==> src/rtl/traffic_signal_monitor.sv <==
// Passive safety monitor for a two-approach traffic controller: tracks each approach's lamp
// phase and flags encoding, conflict, transition, dwell and walk violations with 1-cycle latency.

module tsm_tracker #(
   parameter int MIN_GREEN  = 10,
   parameter int MIN_YELLOW = 3,
   parameter int MAX_RED    = 60,
   parameter int CNT_W      = 8
) (
   input  logic       clk,
   input  logic       reset,
   input  logic [2:0] i_lamp,
   input  logic       i_buzzer,
   output logic       o_enc_err,
   output logic       o_trans_err,
   output logic       o_short_g,
   output logic       o_short_y,
   output logic       o_starve
);
   typedef enum logic [1:0] {ST_INIT, ST_RED, ST_YEL, ST_GRN} st_t;

   localparam logic [2:0]       L_R   = 3'b100;
   localparam logic [2:0]       L_Y   = 3'b010;
   localparam logic [2:0]       L_G   = 3'b001;
   localparam logic [CNT_W-1:0] MIN_G = CNT_W'(MIN_GREEN);
   localparam logic [CNT_W-1:0] MIN_Y = CNT_W'(MIN_YELLOW);
   localparam logic [CNT_W-1:0] MAX_R = CNT_W'(MAX_RED);
   localparam logic [CNT_W-1:0] ONE   = CNT_W'(1);

   st_t              r_st, w_st_nxt, w_samp;
   logic [CNT_W-1:0] r_dwell, w_dwell_nxt, w_dwell_inc;
   logic             w_onehot;

   always_comb begin
      w_onehot    = (i_lamp == L_R) || (i_lamp == L_Y) || (i_lamp == L_G);
      w_samp      = (i_lamp == L_R) ? ST_RED : (i_lamp == L_Y) ? ST_YEL : ST_GRN;
      w_dwell_inc = (r_dwell == '1) ? r_dwell : r_dwell + ONE;
      w_st_nxt    = r_st;
      w_dwell_nxt = r_dwell;
      o_enc_err   = 1'b0;
      o_trans_err = 1'b0;
      o_short_g   = 1'b0;
      o_short_y   = 1'b0;
      if (!w_onehot) begin
         // bad encoding freezes the tracker so the interval resumes cleanly
         o_enc_err = 1'b1;
      end else if (r_st == ST_INIT) begin
         w_st_nxt    = w_samp;
         w_dwell_nxt = ONE;
      end else if (w_samp == r_st) begin
         w_dwell_nxt = w_dwell_inc;
      end else begin
         w_st_nxt    = w_samp;
         w_dwell_nxt = ONE;
         case (r_st)
            ST_RED:  o_trans_err = (w_samp != ST_GRN);
            ST_GRN: begin
               o_trans_err = (w_samp != ST_YEL);
               o_short_g   = (w_samp == ST_YEL) && (r_dwell < MIN_G) && !i_buzzer;
            end
            ST_YEL: begin
               o_trans_err = (w_samp != ST_RED);
               o_short_y   = (w_samp == ST_RED) && (r_dwell < MIN_Y);
            end
            default: o_trans_err = 1'b0;
         endcase
      end
      // only the sample that lands on MAX_RED fires, so saturation cannot repeat it
      o_starve = w_onehot && (w_st_nxt == ST_RED) && (w_dwell_nxt == MAX_R) && !i_buzzer &&
                 ((r_st != ST_RED) || (r_dwell != MAX_R));
   end

   always_ff @(posedge clk) begin
      if (reset) begin
         r_st    <= ST_INIT;
         r_dwell <= '0;
      end else begin
         r_st    <= w_st_nxt;
         r_dwell <= w_dwell_nxt;
      end
   end
endmodule

module traffic_signal_monitor #(
   parameter int MIN_GREEN  = 10,
   parameter int MIN_YELLOW = 3,
   parameter int MAX_RED    = 60,
   parameter int CNT_W      = 8
) (
   input  logic             clk,
   input  logic             reset,
   input  logic [2:0]       T1,
   input  logic [2:0]       T2,
   input  logic             T1Walk,
   input  logic             T2Walk,
   input  logic             Buzzer,
   output logic             viol,
   output logic [2:0]       viol_code,
   output logic             fault,
   output logic [2:0]       first_code,
   output logic [CNT_W-1:0] err_count
);
   logic [1:0][2:0]  w_lamp;
   logic [1:0]       w_enc, w_trans, w_sg, w_sy, w_starve;
   logic             w_conflict, w_walk, w_any;
   logic [2:0]       w_code;
   logic             r_viol, r_fault;
   logic [2:0]       r_code, r_first;
   logic [CNT_W-1:0] r_err;

   assign w_lamp = {T2, T1};

   for (genvar g = 0; g < 2; g++) begin : g_trk
      tsm_tracker #(
         .MIN_GREEN (MIN_GREEN),
         .MIN_YELLOW(MIN_YELLOW),
         .MAX_RED   (MAX_RED),
         .CNT_W     (CNT_W)
      ) u_trk (
         .clk        (clk),
         .reset      (reset),
         .i_lamp     (w_lamp[g]),
         .i_buzzer   (Buzzer),
         .o_enc_err  (w_enc[g]),
         .o_trans_err(w_trans[g]),
         .o_short_g  (w_sg[g]),
         .o_short_y  (w_sy[g]),
         .o_starve   (w_starve[g])
      );
   end

   // conflict and walk use raw lamps so they also cover trackers still in INIT
   always_comb begin
      w_conflict = ((T1 == 3'b001) || (T1 == 3'b010)) && ((T2 == 3'b001) || (T2 == 3'b010));
      w_walk     = (T1Walk && (T1 != 3'b100)) || (T2Walk && (T2 != 3'b100));
      if      (|w_enc)    w_code = 3'd1;
      else if (w_conflict) w_code = 3'd2;
      else if (|w_trans)  w_code = 3'd3;
      else if (|w_sg)     w_code = 3'd4;
      else if (|w_sy)     w_code = 3'd5;
      else if (|w_starve) w_code = 3'd6;
      else if (w_walk)    w_code = 3'd7;
      else                w_code = 3'd0;
      w_any = (w_code != 3'd0);
   end

   always_ff @(posedge clk) begin
      if (reset) begin
         r_viol  <= 1'b0;
         r_code  <= '0;
         r_fault <= 1'b0;
         r_first <= '0;
         r_err   <= '0;
      end else begin
         r_viol <= w_any;
         r_code <= w_code;
         if (w_any) begin
            if (r_err != '1) r_err <= r_err + CNT_W'(1);
            if (!r_fault) begin
               r_fault <= 1'b1;
               r_first <= w_code;
            end
         end
      end
   end

   assign viol       = r_viol;
   assign viol_code  = r_code;
   assign fault      = r_fault;
   assign first_code = r_first;
   assign err_count  = r_err;
endmodule

==> config.mk <==
export PLATFORM = sky130hd
export DESIGN_NAME = traffic_signal_monitor
export DESIGN_NICKNAME = d
export VERILOG_FILES = /design/src/rtl/traffic_signal_monitor.sv
export SDC_FILE = /design/constraint.sdc
export NUM_CORES = 1
export LEC_CHECK = 0
export ABC_AREA = 1
export BUFFER_PORTS_ARGS = -buffer_cell sky130_fd_sc_hd__buf_2
export CORE_MARGIN = 3
export CORE_UTILIZATION = 45
export CTS_CLUSTER_DIAMETER = 200
export DETAILED_ROUTE_END_ITERATION = 8
export GPL_TIMING_DRIVEN = 0
export PLACE_DENSITY = 0.76
export REMOVE_ABC_BUFFERS = 1
export SLEW_MARGIN = 15
export SYNTH_ARGS = -nofsm -noshare
export SYNTH_HDL_FRONTEND = slang
export SYNTH_SLANG_ARGS = --single-unit
==> constraint.sdc <==
create_clock -name clk -period 2.23 [get_ports clk]
set_input_delay 0.5575 -clock clk [delete_from_list [all_inputs] [get_ports clk]]
set_output_delay 0.5575 -clock clk [all_outputs]
set_load 0.01 [all_outputs]
Word level (Yosys, flattened, before mapping):

Index checks and enable logic that the tools add are counted.

* register bits: 36
* input port bits: 11
* output and inout port bits: 16
* logic and storage cells: 142

* add/sub/neg operators: 3
* magnitude comparators: 4
* equality and inequality tests: 37
* mux-type cells: 51
* bitwise operators: 1
* reductions and logical operators: 37

Operators with widths (number)
* $mux 8: 8
* $mux 1: 26
* $add 8x1->8 const B: 3
* $mux 3: 7
* $logic_and 1x1->1: 17
* $eq 8x6->1 const B: 2
* $eq 8x8->1 const B: 2
* $lt 8x2->1 const B: 2
* $lt 8x4->1 const B: 2
* $mux 2: 8
* $ne 8x6->1 const B: 2
* $eq 2x1->1 const B: 6
* $eq 2x2->1 const B: 6
* $reduce_or 2->1: 5
* $logic_or 1x1->1: 9
* $ne 2x1->1 const B: 4
* $ne 2x2->1 const B: 4
* $ne 8x8->1 const B: 1
* $eq 3x1->1 const B: 2
* $eq 3x2->1 const B: 2
* $eq 3x3->1 const B: 2
* $ne 3x3->1 const B: 2
* $pmux 1 s3: 2
* $eq 2x2->1: 2
* other kinds (5): 7

Depth between registers and ports, before layout:

Gate-level depths: netlist of run 1.

* depth after elaboration: 21
* mapped depth: 24
* mapped depth without buffers: 22

Cells and area by module:

From an unflattened synthesis of run 1, not the netlist that was laid out.

* cell total of the unflattened synthesis: 393
* area total of the unflattened synthesis: 2447.3 um^2

By module, submodules not included
* tsm_tracker: times used 2, cells each 133, area an instance 798.3 um^2, seq. area each 200.2 um^2
* traffic_signal_monitor: times used 1, cells each 127, area an instance 850.8 um^2, seq. area each 320.3 um^2

Worst setup path after synthesis of run 1:

OpenSTA, ideal clock, no wires.

* kind: input to register
* start point: input port T1[0]
* end point: register r_err[0] (netlist: err_count[0])
* setup time: 115 ps
* arrival time: 2168 ps
* data required time: 2115 ps
* path slack: -53 ps
* cell stages on the path: 20
* path buffers: 2
* path through: inv_2 nand3_2 nand3_2 buf_4 nand4_1 nand2_1 nand2_1 nor2_1 nand3_1 nand2_1 nand2_1 nand2_1 nand2_1 nand2_1 nand2_1 nand2_2 nand3_2 buf_4 a21oi_1 nor2_1

* cells in the longest elaborated chain, start to end: 21
* elaborated cells between the ends (all ways): 60
* those cells by class: eq/ne (12); mux (28); reduce/logical (20)

RTL lines
* from (decl): line 92 `input logic [2:0] T1,`
* $eq 3x2->1: line 35, 36, 134
* $mux 1: line 36 `w_samp = (i_lamp == L_R) ? ST_RED : (i_lamp == L_Y) ? ST_YEL : ST_GRN;`
* $mux 2: line 36
* $eq 2x2->1: line 50 `end else if (w_samp == r_st) begin`
* $mux 2: line 50
* $mux 2: line 47 `end else if (r_st == ST_INIT) begin`
* $mux 2: line 44 `if (!w_onehot) begin`
* $eq 2x1->1: line 69 `o_starve = w_onehot && (w_st_nxt == ST_RED) && (w_dwell_nxt == MAX_R) && !i_buzzer &&`
* [... 5 more ...]
* $mux 3: line 141 `else if (|w_starve) w_code = 3'd6;`
* $mux 3: line 140 `else if (|w_sy) w_code = 3'd5;`
* $mux 3: line 139 `else if (|w_sg) w_code = 3'd4;`
* $mux 3: line 138 `else if (|w_trans) w_code = 3'd3;`
* $mux 3: line 137 `else if (w_conflict) w_code = 3'd2;`
* $mux 3 (*): line 136 `if (|w_enc) w_code = 3'd1;`
* $reduce_bool 3->1 (*): line 144 `w_any = (w_code != 3'd0);`
* $reduce_and 2->1 (no source line) (*)
* to (signal assigned): line 158 `if (r_err != '1) r_err <= r_err + CNT_W'(1);`
* to (decl): line 109 `logic [CNT_W-1:0] r_err;`

Mark *: on every way between the ends. The rest lies on a longest branch, timed or not.
A chain may end at the register's enable or synchronous reset.

Final worst setup path of run 1:

* start point: input port T2[0]
* end point: register r_err[1] (netlist: err_count[1])

* cells in the longest elaborated chain, start to end: 21
* elaborated cells between the ends (all ways): 60
* those cells by class: eq/ne (12); mux (28); reduce/logical (20)

RTL lines
* from (decl): line 93 `input logic [2:0] T2,`
* $eq 3x2->1: line 35, 36, 134
* $mux 1: line 36
* $mux 2: line 36
* $eq 2x2->1: line 50
* $mux 2: line 50
* $mux 2: line 47
* $mux 2: line 44
* $eq 2x1->1: line 69
* [... 5 more ...]
* $mux 3: line 141
* $mux 3: line 140
* $mux 3: line 139
* $mux 3: line 138
* $mux 3: line 137
* $mux 3 (*): line 136
* $reduce_bool 3->1 (*): line 144
* $reduce_and 2->1 (no source line) (*)

Marked as above.

==> flow_summary.toml, run 1 <==
[timing]
timing.fmax_mhz = 412
hold_viol = 0
fin_crit_sh = 1.09
final.setup.worst_slack_ns = -0.198
finalMaxSlewViolations = 0
worst_clock_skew_ns = 0.00563
rsz0062_at_grt = "true"
worstMarginPinSlew_ns = 0.604
slew_headroom = 0.595
period_minus_slack_ns = 2.43
setup_viol_count_final = 15

[synth]
netlist_area_mm2 = 0.00236
synth_commonest_cells = "nand2_1 (98), inv_1 (58), nor2_1 (51), nand3_1 (39), dfxtp_1 (36)"
yosysMostFrequentCell = "nand2_1"
netlist_top_cells_area = "dfxtp_1 (31%), nand2_1 (16%), inv_1 (9.2%)"
avgSynthCellArea_um2 = 6.20
netlist_instances = 380
synth.yosys.seq_area_share = 0.306
synth_top_area_cell = "dfxtp_1"
synth-async-reset-ratio = 0
ys_seq_elements = 36
synth-edff-count = 0
ys.flop_type = "dfxtp_1"
ys_types = 35
yosys_warnings = 0
synth.top_cell.area_share = 0.306

[critical_path]
cp_data_arrival_time_ns = 2.62
crit_fanout = 5
rrSetupSlack_ns = -0.19
crit_required_ns = 2.42
r2r-start = "g_trk[1].u_trk.r_st[1]$_SDFF_PP0_"
worstSetupEndpointType = "flip-flop"
path_class = "input port to flip-flop"
reg2reg_to = "err_count[1]$_SDFFE_PP0P_"
cp-start-kind = "input port"
worst-r2r-cell-count = 19

[job]
maxCapViolations = 0

[worst_hold_path]
hold_start = "first_code[0]$_SDFFE_PP0P_"
hold_path_depth = 2
hold-path-endpoint = "first_code[0]$_SDFFE_PP0P_"
holdCritPathClass = "flip-flop to flip-flop"

[detailed_routing]
dr_wl_met2_um = 3660
via_count = 2784
wl_met1_um = 2890
wl_per_cell_um = 14.0
drt-vias-per-instance = 5.43
ant_nets = 0
first_pass_iters = 5
drtIter0Drc = 273
wl_met3_um = 468
drt-total-wl_um = 7190
drcViolationCount = 0
dr.max_layer_used = "met4"

[placed_design]
place_ws_ns = -0.748
routabilityCongestion = 0.900
dp_hpwl_um = 3920
portBuffers = 26

[floorplanning]
dieArea_mm2 = 0.00614
initial_utilization = 0.483
coreArea_mm2 = 0.00488
num_rows = 25
dieHeight_um = 78.4
boundaryPins = 27
die_width_um = 78.4

[cts]
cts_buffer_depth = 2
htree_levels = 2
cts.reportedPaths.clkPinSlew_ns = 0.08
numCtsBuffers = 5
cts_tree = "yes"
clkLatencyLatePin_ns = 0.29
root_buffer = "clkbuf_8"
clock_sink_count = 36

[global_route]
antenna_found_initial = 0
grt_max_degree = 19
track_usage = 0.220
grt_first_pass_wirelength_um = 10900
gr-total-overflow = 0
grt_pass1_vias = 2557

[layout]
nets = 461
antennaDiodeCount = 0
drive_gt1_frac = 0.339
post-route-util = 0.677
syn_to_final_growth_pct = 40.2

[status]
violations = "negative setup slack"
status = "complete, but fails checks"

[power]
power.density_mw_per_mm2 = 513
p_leak_nw = 1.61
ir_drop_v = 0.000361
[report_power, final]
group	internal [W]	total [W]	switching, W
clock	0.000331	0.000591	0.000260
sequential	0.000671	0.000700	0.0000290
combinational	0.000175	0.000403	0.000228
total	0.00118	0.00169	0.000517
[final cells by class]
class | count | area, um^2
Clock buffer | 5 | 68.8
Clock inverter | 3 | 42.5
Fill cell | 391 | 1570
Inverter | 64 | 253
Multi-Input combinational cell | 275 | 1660
Sequential cell | 36 | 736
Tap cell | 67 | 83.8
Timing Repair Buffer | 63 | 462
[worst max path at each step]
stage / from / endpoint / slack, ns
after CTS: g_trk[1].u_trk.r_dwell[1]$_SDFF_PP0_ / err_count[5]$_SDFFE_PP0P_ / -0.1
after floorplan: g_trk[0].u_trk.r_dwell[0]$_SDFF_PP0_ / err_count[0]$_SDFFE_PP0P_ / -0.19
after global placement: T1[2] / err_count[2]$_SDFFE_PP0P_ / -0.69
final: T2[0] / err_count[1]$_SDFFE_PP0P_ / -0.20
after detailed placement: T1[2] / err_count[1]$_SDFFE_PP0P_ / -0.75
after global routing: T2[0] / err_count[6]$_SDFFE_PP0P_ / -0.40
[state kept, by name, summed over array words and instances, names as in the netlist]
name / count
g_trk.u_trk.r_dwell: 16
viol: 1
viol_code: 3
fault: 1
first_code: 3
g_trk.u_trk.r_st: 4
err_count: 8
[layer usage]
metal  vias up  GRT usage
li1       1352          -
met1      1292      0.245
met2       115      0.404
met3        25     0.0470
met4         0     0.0857
met5         -          0
[critical path, stage by stage]
cell and delay (ns):
buf_4 0.14, nor2_4 0.10, nand2_4 0.08, nand2_1 0.07, nand2_1 0.08, nor2_4 0.18, inv_1 0.06, nor2_1 0.10
nand3_1 0.12, nor2_1 0.10, nand3_1 0.11, nand2_2 0.08, nand2_2 0.06, nand2_1 0.06, nand2_1 0.06, nand2_1 0.08
nand2_2 0.06, nand2_4 0.15, nand3_4 0.15, a21oi_2 0.17, nor2_1 0.05
[cells by family after synthesis]
| family | after synthesis | synth area share |
|---|---|---|
| AO/OA/AOI/OAI | 38 | 0.0929 |
| buffers and inverters | 73 | 0.128 |
| flip-flops | 36 | 0.306 |
| XOR/XNOR | 3 | 0.0111 |
| AND/OR/NAND/NOR | 225 | 0.436 |
| adder cells (fa/ha/maj) | 5 | 0.0265 |
[stage by stage]
stage / TNS (ns) / area (um^2) / hold slack (ns) / total power [W] / std cells
detailed placement: -10.08 / 2510 / 0.463 / 0.000938 / 464
CTS: -1.02 / 3030 / 0.474 / 0.00163 / 499
floorplan: -2.35 / 2300 / 0.486 / 0.000868 / 371
global placement: -9.29 / 2510 / 0.456 / 0.000930 / 464
finish: -2.12 / 3310 / 0.469 / 0.00169 / 513
global route: -5.18 / 3310 / 0.501 / 0.00177 / 513
[what timing repair did]
item / CTS / global route
resized for setup: 50 / 48
endpoints found under the setup margin: 15 / 15
pin swaps: 21 / 38
hold buffers: 0 / 0
buffers inserted: 23 / 14
cloned: 4 / 0
[cell usage in the layout, fill, tap and decap left out, types with 2 or more instances in the layout]
cell type and n:
nand2_1 85, inv_1 53, nor2_1 44, buf_4 35, nand3_1 33, dfxtp_1 26, buf_2 20, nand4_1 12
nand2_2 12, a21oi_1 12, nand3_4 11, dfxtp_2 9, nor2_4 8, nand2_4 7, a21oi_2 7, buf_6 7
nand3_2 6, o21ai_0 6, inv_2 5, inv_4 5, clkbuf_8 5, nor2_2 4, o211ai_1 4, ha_1 3
o21ai_1 2, nand3b_1 2, nor3_1 2, ha_4 2
Note: power is estimated with default switching activity, not from simulation.
==> run 2, diff against run 1 <==
ABC_CLOCK_PERIOD_IN_PS = 2230   (was default)
CELL_PAD_IN_SITES_DETAIL_PLACEMENT = 2   (was default)
CELL_PAD_IN_SITES_GLOBAL_PLACEMENT = 2   (was default)
CORE_UTILIZATION = 28   (was 45)
PLACE_DENSITY = 0.84   (was 0.76)
==> flow_summary.toml, run 2 (synthesis results as in run 1) <==
[layout]
largest_reg_flops = 16
layout_common_cells = "nand2_1 (77), inv_1 (54), nor2_1 (35)"
regMostFlops = "g_trk.u_trk.r_dwell"
mostFrequentLayoutCell = "nand2_1"
nets = 465
syn_to_final_growth_pct = 49.4
antennaDiodeCount = 0
drive_gt1_frac = 0.422
post-route-util = 0.444

[power]
p_clk_frac = 0.306
intPower_w = 0.00107
p_leak_nw = 1.67
power.density_mw_per_mm2 = 484
ir_drop_v = 0.000262
p_seq_frac = 0.417
p_comb_frac = 0.277
switchingPower_w = 0.000640
swShare = 0.375
report.power.total_w = 0.00171

[critical_path]
path_class = "flip-flop to flip-flop"
rrSetupSlack_ns = -0.49
cpMostUsedCell = "nand2_2"
critical_path_depth = 21
path_buf_inv = 3
reg2reg_to = "first_code[0]$_SDFFE_PP0P_"
crit_chain = "ha_4 -> inv_4 -> nor2_4 -> nand2_4 -> buf_4 -> nand3_2 -> nand2_2 -> nand3b_1 -> nor2_2 -> nand3_2 -> nand2_2 -> nand2_4 -> nand2_2 -> nand2_2 -> nand2_2 -> nand2_4 -> nand2_8 -> buf_4 -> a21oi_2 -> nand2_1 -> nand2_1"
cp-start-kind = "flip-flop"
worstSetupEndpointType = "flip-flop"
cp_data_arrival_time_ns = 2.97
worstSetupStartpoint = "g_trk[0].u_trk.r_dwell[0]$_SDFF_PP0_"
crit_required_ns = 2.48
slowest_delay_ns = 0.39
slowest_stage = "dfxtp_4"
r2r-start = "g_trk[0].u_trk.r_dwell[0]$_SDFF_PP0_"
crit_end = "first_code[0]$_SDFFE_PP0P_"
cpLargestDelayFamily = "simple AND/OR/NAND/NOR gates"
worst-r2r-cell-count = 21
crit_fanout = 5

[timing]
rsz0062_at_grt = "true"
timing.fmax_mhz = 368
finalMaxSlewViolations = 0
hold_viol = 0
fin_crit_sh = 1.22
setup_viol_count_final = 16
worst_clock_skew_ns = 0.0112
worstMarginPinSlew_ns = 0.629
slew_headroom = 0.575
final.setup.worst_slack_ns = -0.489
period_minus_slack_ns = 2.72

[worst_hold_path]
hold_start = "g_trk[0].u_trk.r_dwell[5]$_SDFF_PP0_"
holdCritPathClass = "flip-flop to flip-flop"

[detailed_routing]
wl_per_cell_um = 23.5
via_count = 3021
first_pass_iters = 4
drt-vias-per-instance = 5.47
drt-total-wl_um = 13000
drtIter0Drc = 92
drcViolationCount = 0
ant_nets = 0

[global_route]
grt_pass1_vias = 3258
gr-total-overflow = 0
track_usage = 0.231
grt_first_pass_wirelength_um = 17500
antenna_found_initial = 0
grt_max_degree = 19

[cts]
cts_buffer_depth = 2
cts.reportedPaths.clkPinSlew_ns = 0.09
clkLatencyLatePin_ns = 0.32
clock_sink_count = 36
postCtsHoldBufs = 0
htree_levels = 2
root_buffer = "clkbuf_8"
numCtsBuffers = 5
cts_tree = "yes"

[placed_design]
routabilityCongestion = 0.818
portBuffers = 26
place_ws_ns = -0.992
dp_hpwl_um = 5920

[floorplanning]
initial_utilization = 0.297
dieHeight_um = 97.8
die_width_um = 97.8
num_rows = 32
boundaryPins = 27
coreArea_mm2 = 0.00793
dieArea_mm2 = 0.00956

[status]
status = "complete, but fails checks"
violations = "negative setup slack"

[job]
maxCapViolations = 0
[run 2: changes by cell type in the layout (fill, tap and decap cells not counted), sizes merged]
cell,change
buf,+3
clkinv,+2
bufinv,-1
clkinvlp,-1
nand3,+1
[run 2: worst min-delay path by stage]
stage	to	slack, ns	cells past startpoint
3_3_place_gp	first_code[2]$_SDFFE_PP0P_	0.48	2
5_1_grt	g_trk[0].u_trk.r_dwell[4]$_SDFF_PP0_	0.57	2
6_report	g_trk[0].u_trk.r_dwell[5]$_SDFF_PP0_	0.53	2
3_5_place_dp	first_code[2]$_SDFFE_PP0P_	0.49	2
4_1_cts	first_code[2]$_SDFFE_PP0P_	0.50	2
2_1_floorplan	first_code[2]$_SDFFE_PP0P_	0.49	2
[run 2: per-layer routing]
layer	wire, um	track usage	up-vias
met1	5140	0.255	1536
met3	458	0.0436	46
met5	0	0	-
met4	559	0.0884	0
met2	6820	0.435	80
li1	-	-	1359
[run 2: power groups by stage]
| stage | logic, W | registers (W) | clock network [W] |
|---|---|---|---|
| 2_1_floorplan | 0.000154 | 0.000714 | 0 |
| 3_3_place_gp | 0.000227 | 0.000713 | 0 |
| 3_5_place_dp | 0.000242 | 0.000715 | 0 |
| 4_1_cts | 0.000352 | 0.000704 | 0.000517 |
| 5_1_grt | 0.000502 | 0.000715 | 0.000568 |
| 6_report | 0.000472 | 0.000712 | 0.000523 |
[run 2: stage by stage]
| stage | instance area (um^2) | setup TNS, ns | hold slack, ns | std cells |
|---|---|---|---|---|
| 2_1_floorplan | 2300 | -2.35 | 0.486 | 371 |
| 6_report | 3520 | -5.99 | 0.528 | 552 |
| 5_1_grt | 3520 | -8.04 | 0.570 | 552 |
| 3_5_place_dp | 2550 | -13.20 | 0.490 | 499 |
| 3_3_place_gp | 2550 | -10.89 | 0.476 | 499 |
| 4_1_cts | 3210 | -2.88 | 0.503 | 542 |
[run 2: final cells by class]
| class | count | area, um^2 |
|---|---|---|
| fillers | 933 | 4410 |
| multi-input cells | 276 | 1840 |
| flip-flops and latches | 36 | 744 |
| repair buffers | 66 | 477 |
| inverters | 64 | 248 |
| well taps | 102 | 128 |
| clock buffers | 5 | 68.8 |
| clock inverters | 3 | 18.8 |
[run 2: what timing repair did]
action                                  4_1_cts  5_1_grt
cloned                                        4        1
resized for setup                            77       57
setup buffers                                31        9
endpoints found under the setup margin       16       16
pin swaps                                    30       29
[run 2: worst min-delay path, delay by kind of cell (launching register included)]
| kind | cells | cell delay [ns] |
|---|---|---|
| AO/OA/AOI/OAI | 1 | 0.06 |
| flip-flops | 1 | 0.35 |
| AND/OR/NAND/NOR | 1 | 0.08 |
